### config.mk
export PLATFORM = sky130hd
export DESIGN_NAME = sb_config_loader
export DESIGN_NICKNAME = d
export VERILOG_FILES = /design/src/rtl/sb_config_loader.sv
export SDC_FILE = /design/constraint.sdc
export NUM_CORES = 1
export LEC_CHECK = 0
export CORE_MARGIN = 3
export CORE_UTILIZATION = 48
export CTS_CLUSTER_DIAMETER = 50
export DETAILED_ROUTE_END_ITERATION = 8
export PLACE_DENSITY = 0.75
export SETUP_SLACK_MARGIN = 0.15
export SYNTH_ARGS = -nofsm -noshare
export SYNTH_HDL_FRONTEND = slang
export SYNTH_SLANG_ARGS = --single-unit
export TNS_END_PERCENT = 30
### constraint.sdc
create_clock -name prog_clk -period 2.4 [get_ports prog_clk]
set_clock_uncertainty 0.15 [all_clocks]
set_input_delay 0.72 -clock prog_clk [delete_from_list [all_inputs] [get_ports prog_clk]]
set_output_delay 0.72 -clock prog_clk [all_outputs]
set_load 0.005 [all_outputs]
### src/rtl/sb_config_loader.sv
// sb_config_loader
//   Master end of the switch-box configuration scan chain. A parallel bitstream
//   word is captured on start and shifted LSB-first into the chain head. When
//   VERIFY is set, the same word is shifted a second time, and the bits that
//   emerge at the chain tail are compared against it.
//
// Ports
//   prog_clk   in   config clock, all state on posedge
//   prog_rst   in   async active-high reset
//   start      in   begin a load (only looked at in IDLE)
//   abort      in   sync abort back to IDLE, wins over everything else
//   bitstream  in   config word, captured into the shadow register on start
//   chain_out  in   prog_out of the chain tail
//   prog_in    out  serial data to chain head (registered)
//   prog_en    out  chain shift enable (registered)
//   busy       out  high while shifting (LOAD/VERIFY)
//   done       out  one-cycle pulse on successful completion
//   verify_ok  out  last verify had zero mismatches; held until next start
//   err_cnt    out  mismatch count of last verify, saturating
//
// state  | meaning
// IDLE   | chain idle, waiting for start
// LOAD   | shifting the word into the chain
// VFY    | re-shifting the word and comparing tail readback
// FIN    | one-cycle completion, done pulse

module sb_config_loader #(
    parameter int CHAIN_LEN = 32,
    parameter int CNT_W     = 6,
    parameter bit VERIFY    = 1'b1
) (
    input  logic                 prog_clk,
    input  logic                 prog_rst,
    input  logic                 start,
    input  logic                 abort,
    input  logic [CHAIN_LEN-1:0] bitstream,
    input  logic                 chain_out,
    output logic                 prog_in,
    output logic                 prog_en,
    output logic                 busy,
    output logic                 done,
    output logic                 verify_ok,
    output logic [CNT_W-1:0]     err_cnt
);

    typedef enum logic [1:0] {
        IDLE = 2'd0,
        LOAD = 2'd1,
        VFY  = 2'd2,
        FIN  = 2'd3
    } state_t;

    localparam logic [CNT_W-1:0] LAST_BIT = CNT_W'(CHAIN_LEN - 1);
    localparam logic [CNT_W-1:0] ERR_MAX  = '1;

    state_t               state, state_nxt;
    logic [CHAIN_LEN-1:0] shadow, shadow_nxt;
    logic [CNT_W-1:0]     cnt, cnt_nxt;
    logic [CNT_W-1:0]     err_nxt;
    logic                 prog_in_nxt, prog_en_nxt, verify_ok_nxt;
    logic                 last_bit, mismatch;

    assign last_bit = (cnt == LAST_BIT);
    // prog_in holds the bit being sent this cycle, which is also the bit
    // expected back from the tail during the verify pass.
    assign mismatch = (state == VFY) && (chain_out != prog_in);

    assign busy = (state == LOAD) || (state == VFY);
    assign done = (state == FIN);

    always_comb begin
        state_nxt     = state;
        shadow_nxt    = shadow;
        cnt_nxt       = cnt;
        err_nxt       = err_cnt;
        verify_ok_nxt = verify_ok;
        prog_en_nxt   = 1'b0;
        prog_in_nxt   = 1'b0;

        if (abort) begin
            state_nxt     = IDLE;
            verify_ok_nxt = 1'b0;
        end else begin
            case (state)
                IDLE: begin
                    if (start) begin
                        // shadow[0] always holds the bit that goes out next
                        shadow_nxt    = {bitstream[0], bitstream[CHAIN_LEN-1:1]};
                        cnt_nxt       = '0;
                        err_nxt       = '0;
                        verify_ok_nxt = 1'b0;
                        prog_en_nxt   = 1'b1;
                        prog_in_nxt   = bitstream[0];
                        state_nxt     = LOAD;
                    end
                end
                LOAD, VFY: begin
                    if (mismatch && (err_cnt != ERR_MAX)) begin
                        err_nxt = err_cnt + CNT_W'(1);
                    end
                    if (last_bit) begin
                        cnt_nxt = '0;
                        if ((state == LOAD) && VERIFY) begin
                            state_nxt = VFY;
                        end else begin
                            state_nxt     = FIN;
                            verify_ok_nxt = (err_nxt == '0);
                        end
                    end else begin
                        cnt_nxt = cnt + CNT_W'(1);
                    end
                    // Rotation keeps the whole word so the verify pass resends it
                    // with no gap after the load pass.
                    if (state_nxt != FIN) begin
                        prog_en_nxt = 1'b1;
                        prog_in_nxt = shadow[0];
                        shadow_nxt  = {shadow[0], shadow[CHAIN_LEN-1:1]};
                    end
                end
                FIN: begin
                    state_nxt = IDLE;
                end
                default: begin
                    state_nxt = IDLE;
                end
            endcase
        end
    end

    always_ff @(posedge prog_clk or posedge prog_rst) begin
        if (prog_rst) begin
            state     <= IDLE;
            shadow    <= '0;
            cnt       <= '0;
            err_cnt   <= '0;
            verify_ok <= 1'b0;
            prog_en   <= 1'b0;
            prog_in   <= 1'b0;
        end else begin
            state     <= state_nxt;
            shadow    <= shadow_nxt;
            cnt       <= cnt_nxt;
            err_cnt   <= err_nxt;
            verify_ok <= verify_ok_nxt;
            prog_en   <= prog_en_nxt;
            prog_in   <= prog_in_nxt;
        end
    end

endmodule
==> results of run 1 <==
[cells by family after synthesis]
logic type | Yosys count
muxes | 35
xor gates and xnor gates | 3
AOI/OAI and AO/OA | 66
adders and majority gates | 6
buffers and inverters | 19
DFF | 49
and+or+nand+nor | 87
[power breakdown]
group          switching, W  total, W  leakage, nW  internal [W]
sequential        0.0000773   0.00102        0.579      0.000943
clock              0.000266  0.000469       0.0412      0.000202
combinational      0.000217  0.000455        0.844      0.000238
total              0.000560   0.00194         1.46       0.00138
[synth_stat cells (all sizes together) (2+ instances only)]
cell type,instances,share of area
clkbuf,5,0.0074
or3,2,0.0046
a22o,6,0.019
buf,11,0.034
nor3,8,0.015
nand2,20,0.028
nor4,2,0.0046
nor2,39,0.054
nand3,7,0.013
or2,2,0.0046
a21oi,39,0.11
o21ai,8,0.015
o41ai,4,0.018
mux2,2,0.0083
xnor2,2,0.0065
dfrtp,49,0.45
ha,6,0.028
mux2i,33,0.12
inv,3,0.0042
[sequential cells by signal (all words and copies together), names as in the netlist]
name,flops
err_cnt,6
state,2
shadow,32
prog_in,1
verify_ok,1
prog_en,1
cnt,6
[per-stage QoR]
stage / setup TNS [ns] / hold WS (ns) / setup slack, ns / cell area, sq um
after global placement: -5.04 / 0.333 / -0.185 / 3330
after detailed placement: -6.84 / 0.342 / -0.225 / 3330
after CTS: 0 / 0.361 / 0.120 / 3490
after global routing: 0 / 0.384 / 0.0907 / 3520
final: 0 / 0.360 / 0.154 / 3520
after floorplan: 0 / 0.316 / 0.137 / 2710
[per-layer routing]
| layer | wire length [microns] | GRT usage | part of all wire | vias to the layer above |
|---|---|---|---|---|
| met1 | 2390 | 0.230 | 0.43 | 1020 |
| met3 | 314 | 0.0432 | 0.057 | 6 |
| li1 | - | - | - | 1060 |
| met2 | 2750 | 0.319 | 0.50 | 60 |
| met4 | 84 | 0.0726 | 0.015 | 0 |
| met5 | 0 | 0 | 0 | - |
[final cells by class]
cell class	count	area [sq um]	share of cell area
timing repair buffer	71	693	0.197
sequential	49	1230	0.348
clock buffer	6	72.6	0.0206
multi-input combinational	197	1420	0.403
inverter	3	13.8	0.00391
tap	70	87.6	0.0249
clock inverter	1	8.76	0.00249
[final timing paths]
check	slack (ns)	cells after the start	end	start
hold reg to reg	0.36	2	verify_ok	verify_ok
setup reg to reg	0.19	9	verify_ok	state[0]
max in group asynchronous	1.26	3	shadow[10]	prog_rst
min in group asynchronous	0.62	3	shadow[24]	prog_rst
setup / recovery	0.15	1	err_cnt[3]	err_cnt[3]
hold / removal	0.36	2	verify_ok	verify_ok
[timing repair]
item,4_1_cts,5_1_grt
endpoints found under the setup margin,27,9
pin swaps,4,2
setup buffers,6,0
endpoints found under the hold margin,0,0
resized for setup,12,7
==> impl_metrics.ini, run 1 <==
[logic_synthesis]
synthXorXnorAreaFrac = 0.00969
seq_area_frac_synth = 0.452
synth-async-reset-ratio = 1.00
synth_top_family_by_area = compound AO/OA/AOI/OAI gates
synth-main-ff-cell = dfrtp_1
yosysWarnings = 0
post_synth_fa_ha_maj_area_fraction = 0.0277
synth.area.mux_share = 0.130
synth_seq_cells = 49
syn_area_per_cell_sq_um = 10.2
syn_area_sq_um = 2710
synthesis.instances = 265
synth_edf_count = 0
synth-compound-area-share = 0.193
synth.distinct_cells = 43
synth_nets = 308
synthSimpleGateAreaFrac = 0.142

[final_layout]
syn2layout_area_growth_pct = 29.9
final_cell_mix = 49 x dfrtp_1, 42 x clkdlybuf4s50_1, 39 x nor2_1
fin_util = 0.668
num_antenna_cells = 0
num-fill-cells = 445
layout.nets = 370
instances_no_fill = 397
final_common_cell = dfrtp_1
drive_gt1_frac = 0.229

[floorplan]
fp.dieH_microns = 81.2
placementRows = 26
core_area_sq_um = 5270
ioPinCount = 48
fp.dieW_microns = 81.2
dieArea_sq_um = 6590
initial_utilization = 0.514

[clocking]
insertion_delay_ns = 0.29
clk_pin_slew_ns = 0.08
root_buffer = clkbuf_8
ctsHoldBuffers = 0
numCtsBuffers = 5
cts_htree_levels = 2
clock-sinks = 49
tritoncts = built
cts_buffer_depth = 2

[sta]
finalCritPeriodShare = 0.936
max_slew.worst_pin.slew_ns = 0.440
period_minus_slack_ns = 2.25
fmax_ghz = 0.445
slew_viol_final = 0
hold_violations = 0
slew_headroom = 0.704
setup_viol = 0
rsz0062_at_grt = true

[route]
vias = 2146
routed_wl_mm = 5.54
dr.pass1.iters = 4
ant_nets = 0
avgViaCountPerCell = 5.41
drc = 0
wl_per_cell_microns = 14.0
drtIter0Drc = 76

[critical_path]
worstPathRequired_ns = 1.53
crit_type = flop to output pin
worst-path-max-fanout = 9
setup.worst_path.start_class = flop
path_buf_inv = 1
cp_top_family = buffers and inverters
slowest_delay_ns = 0.56
cp_slowest_cell = clkdlybuf4s50_1
worstSetupEndpointType = output pin
arrival_ns = 1.38
path_cells = clkdlybuf4s50_1

[global_routing]
grt.overflow.total = 0
grt_usage = 0.187
grt_pass1_vias = 2056
grt_pass1_wl_mm = 9.54
antenna_found_initial = 0
grt_max_degree = 50

[pwr]
power_density_nw_per_um2 = 552
p_leak_nw = 1.46
ir_worst_vdd_v = 0.000346
total_power_w = 0.00194

[hold_path]
hold_class = flop to flop

[place]
io_buffers = 47
finalWeightedCongestion = 0.844
dp_cells = 384
dp_hpwl_mm = 3.91

[flow_run]
drv_cap = 0

[outcome]
status = complete, no violations
Note: power is estimated with default switching activity, not from simulation.
==> inputs of run 2 (changes only) <==
--- a/config.mk
+++ b/config.mk
@@ -14,4 +14,4 @@
 export SYNTH_ARGS = -nofsm -noshare
 export SYNTH_HDL_FRONTEND = slang
 export SYNTH_SLANG_ARGS = --single-unit
-export TNS_END_PERCENT = 30
+export TNS_END_PERCENT = 50
==> impl_metrics.ini, run 2 (synthesized netlist as in run 1, its figures left out) <==
[pwr]
ir_worst_vdd_v = 0.000346
p_switching_w = 0.000560
p_leak_nw = 1.46
clkPwrFrac = 0.241
p_sw_frac = 0.288
power_frac_comb = 0.234
seqPwrFrac = 0.525
power_density_nw_per_um2 = 551
intPower_w = 0.00138

[floorplan]
initial_utilization = 0.514
fp.dieW_microns = 81.2
ioPinCount = 48
fp.dieH_microns = 81.2
placementRows = 26
dieArea_sq_um = 6590
core_area_sq_um = 5270

[sta]
slew_headroom = 0.704
max_slew.worst_pin.slew_ns = 0.439
hold_violations = 0
fmax_ghz = 0.445
slew_viol_final = 0
finalCritPeriodShare = 0.936
setup_viol = 0
fin_ws_ns = 0.154
period_minus_slack_ns = 2.25
rsz0062_at_grt = true

[place]
pre_cts_slack_ns = -0.225
io_buffers = 47
dp_hpwl_mm = 3.91
finalWeightedCongestion = 0.844

[final_layout]
syn2layout_area_growth_pct = 29.9
layout.nets = 370
num_antenna_cells = 0
drive_gt1_frac = 0.232
largest_register_ffs = 32
final_cell_mix = 49 x dfrtp_1, 42 x clkdlybuf4s50_1, 38 x nor2_1
top_register = shadow
final_common_cell = dfrtp_1
top_regs = shadow x32, cnt x6, err_cnt x6
fin_util = 0.669

[clocking]
insertion_delay_ns = 0.29
tritoncts = built
numCtsBuffers = 5
ctsHoldBuffers = 0
root_buffer = clkbuf_8
clk_pin_slew_ns = 0.08
cts_htree_levels = 2
clock-sinks = 49
cts_buffer_depth = 2

[global_routing]
grt_max_degree = 50
grt_pass1_vias = 2056
antenna_found_initial = 0
grt_pass1_wl_mm = 9.54
grt_usage = 0.187
grt.overflow.total = 0

[critical_path]
worstPathRequired_ns = 1.53
arrival_ns = 1.38
cp_top_family = buffers and inverters
path_buf_inv = 1
setup.worst_path.start_class = flop
crit_type = flop to output pin
path_cells = clkdlybuf4s50_1
cp_slowest_cell = clkdlybuf4s50_1
worst-path-max-fanout = 9
worstSetupEndpointType = output pin
slowest_delay_ns = 0.56

[route]
ant_nets = 0
routed_wl_mm = 5.54
drtIter0Drc = 76
dr.pass1.iters = 4
drc = 0
wl_per_cell_microns = 13.9
vias = 2145
avgViaCountPerCell = 5.40

[outcome]
status = complete, no violations

[hold_path]
hold_class = flop to flop

[flow_run]
drv_cap = 0
[run 2: cell types whose count changed in the layout (fill, tap and decap cells not counted)]
| cell | before | now |
|---|---|---|
| nor2_2 | 0 | 1 |
| nor2_1 | 39 | 38 |
[run 2: final timing paths]
kind,depth (start not counted),start,to,slack (ns)
setup / recovery,1,err_cnt[3],err_cnt[3],0.15
setup reg to reg,9,state[0],verify_ok,0.19
hold / removal,2,verify_ok,verify_ok,0.36
max in group asynchronous,3,prog_rst,shadow[10],1.26
hold reg to reg,2,verify_ok,verify_ok,0.36
min in group asynchronous,3,prog_rst,shadow[24],0.62
[run 2: area by class of cell]
cell class | count | area [sq um]
fill | 444 | 1750
multi-input combinational | 197 | 1420
sequential | 49 | 1230
timing repair buffer | 71 | 693
tap | 70 | 87.6
clock buffer | 6 | 72.6
inverter | 3 | 13.8
clock inverter | 1 | 8.76
[run 2: stage by stage]
stage,cell area (sq um),hold slack (ns),power (W),setup TNS (ns),cells
after floorplan,2710,0.316,0.00133,0,265
after global placement,3330,0.333,0.00147,-5.04,384
after detailed placement,3330,0.342,0.00148,-6.84,384
after CTS,3490,0.361,0.00196,0,397
after global routing,3520,0.384,0.00207,0,397
final,3520,0.359,0.00194,0,397
[run 2: power by group through the flow]
stage	clock network, W	registers, W	logic, W
floorplan	0	0.00102	0.000312
finish	0.000468	0.00102	0.000455
global route	0.000521	0.00104	0.000510
CTS	0.000483	0.00102	0.000459
detailed placement	0	0.00104	0.000449
global placement	0	0.00103	0.000434
[run 2: repair_timing]
| item | in CTS | in global routing |
|---|---|---|
| pin swaps | 4 | 2 |
| setup buffers | 6 | 0 |
| endpoints found under the setup margin | 27 | 9 |
| cloned | 0 | 0 |
| resized for setup | 12 | 8 |
[run 2: layer usage]
metal | routed length, microns | vias up | global-route usage
met3 | 314 | 8 | 0.0432
met5 | 0 | - | 0
li1 | - | 1060 | -
met1 | 2390 | 1015 | 0.230
met4 | 88 | 0 | 0.0726
met2 | 2740 | 62 | 0.319
==> inputs of run 3 (changes only) <==
--- a/config.mk
+++ b/config.mk
@@ -7,8 +7,10 @@
 export LEC_CHECK = 0
 export CORE_MARGIN = 3
 export CORE_UTILIZATION = 48
+export CTS_BUF_LIST = sky130_fd_sc_hd__clkbuf_8 sky130_fd_sc_hd__clkbuf_16
 export CTS_CLUSTER_DIAMETER = 50
 export DETAILED_ROUTE_END_ITERATION = 8
+export HOLD_SLACK_MARGIN = 0.02
 export PLACE_DENSITY = 0.75
 export SETUP_SLACK_MARGIN = 0.15
 export SYNTH_ARGS = -nofsm -noshare
==> impl_metrics.ini, run 3 (synthesized netlist as in run 1, its figures left out) <==
[final_layout]
num_antenna_cells = 0
drive_gt1_frac = 0.232
final_common_cell = dfrtp_1
top_regs = shadow x32, cnt x6, err_cnt x6
instances_no_fill = 397
layout.nets = 370
fin_util = 0.669
top_register = shadow
syn2layout_area_growth_pct = 29.9
largest_register_ffs = 32
final_cell_mix = 49 x dfrtp_1, 42 x clkdlybuf4s50_1, 38 x nor2_1

[floorplan]
initial_utilization = 0.514
core_area_sq_um = 5270
fp.dieH_microns = 81.2
fp.dieW_microns = 81.2
ioPinCount = 48
dieArea_sq_um = 6590
placementRows = 26

[clocking]
clk_pin_slew_ns = 0.08
clock-sinks = 49
cts_buffer_depth = 2
insertion_delay_ns = 0.29
cts_htree_levels = 2
numCtsBuffers = 5
root_buffer = clkbuf_8
tritoncts = built
ctsHoldBuffers = 0

[place]
dp_cells = 384
finalWeightedCongestion = 0.844
io_buffers = 47
pre_cts_slack_ns = -0.225
dp_hpwl_mm = 3.91

[route]
dr.pass1.iters = 4
wl_per_cell_microns = 14.0
ant_nets = 0
avgViaCountPerCell = 5.41
routed_wl_mm = 5.54
drc = 0
vias = 2147
drtIter0Drc = 76

[critical_path]
worstSetupEndpointType = output pin
worst-path-max-fanout = 9
r2r-end = verify_ok
slowest_delay_ns = 0.56
cp_slowest_cell = clkdlybuf4s50_1
worstPathRequired_ns = 1.53
crit_type = flop to output pin
arrival_ns = 1.38
setup.worst_path.start_class = flop
rr_worst_depth = 9
path_cells = clkdlybuf4s50_1
timing.rr.start = state[0]
cp_top_family = buffers and inverters
r2r_slack_ns = 0.19
path_buf_inv = 1

[global_routing]
grt.overflow.total = 0
grt_max_degree = 50
grt_usage = 0.187
grt_pass1_vias = 2056
antenna_found_initial = 0
grt_pass1_wl_mm = 9.54

[pwr]
ir_worst_vdd_v = 0.000346
power_density_nw_per_um2 = 551
total_power_w = 0.00194
p_leak_nw = 1.47

[hold_path]
min_path_cells = 2
worstHoldStart = verify_ok
hold_class = flop to flop
min_to = verify_ok

[sta]
fin_ws_ns = 0.154
rsz0062_at_grt = true
fmax_ghz = 0.445
setup_viol = 0
setup_tns_ns = 0
max_slew.worst_pin.slew_ns = 0.440
slew_viol_final = 0
finalCritPeriodShare = 0.936
hold_violations = 0
period_minus_slack_ns = 2.25
slew_headroom = 0.704

[flow_run]
drv_cap = 0

[outcome]
status = complete, no violations
## run 3: cell types whose count changed in the layout (fill, tap and decap cells not counted), sizes merged
cell,delta
inv,+1
clkbuf,-1
## run 3: how the worst max path moves through the flow
stage	start	endpoint	cells past startpoint
after floorplan	state[0]	shadow[0]	9
after global placement	start	cnt[5]	6
after detailed placement	start	cnt[5]	6
after CTS	state[0]	busy	4
after global routing	state[0]	verify_ok	9
final	err_cnt[3]	err_cnt[3]	1
## run 3: stage by stage
step	hold slack [ns]	area, sq um
floorplan	0.316	2710
global placement	0.333	3330
detailed placement	0.342	3330
CTS	0.361	3490
global route	0.384	3520
finish	0.360	3520
## run 3: power breakdown
part | total [W] | internal [W] | switching, W
logic | 0.000455 | 0.000238 | 0.000217
registers | 0.00102 | 0.000943 | 0.0000774
clock network | 0.000466 | 0.000198 | 0.000267
total | 0.00194 | 0.00138 | 0.000562
## run 3: layer usage
layer	vias up	GRT usage	share of wire
met5	-	0	0
met4	0	0.0726	0.015
met3	6	0.0432	0.055
met2	59	0.319	0.50
met1	1022	0.230	0.43
li1	1060	-	-
## run 3: area by class of cell
type,instances,area [sq um]
Tap cell,70,87.6
Fill cell,444,1750
Sequential cell,49,1230
Clock buffer,5,68.8
Clock inverter,2,12.5
Timing Repair Buffer,71,693
Inverter,3,13.8
Multi-Input combinational cell,197,1420
## run 3: timing repair
item / 4_1_cts / 5_1_grt
resized for setup: 12 / 8
endpoints found under the hold margin: 0 / 0
setup endpoints to repair: 27 / 9
pin swaps: 4 / 2
setup buffers: 6 / 0
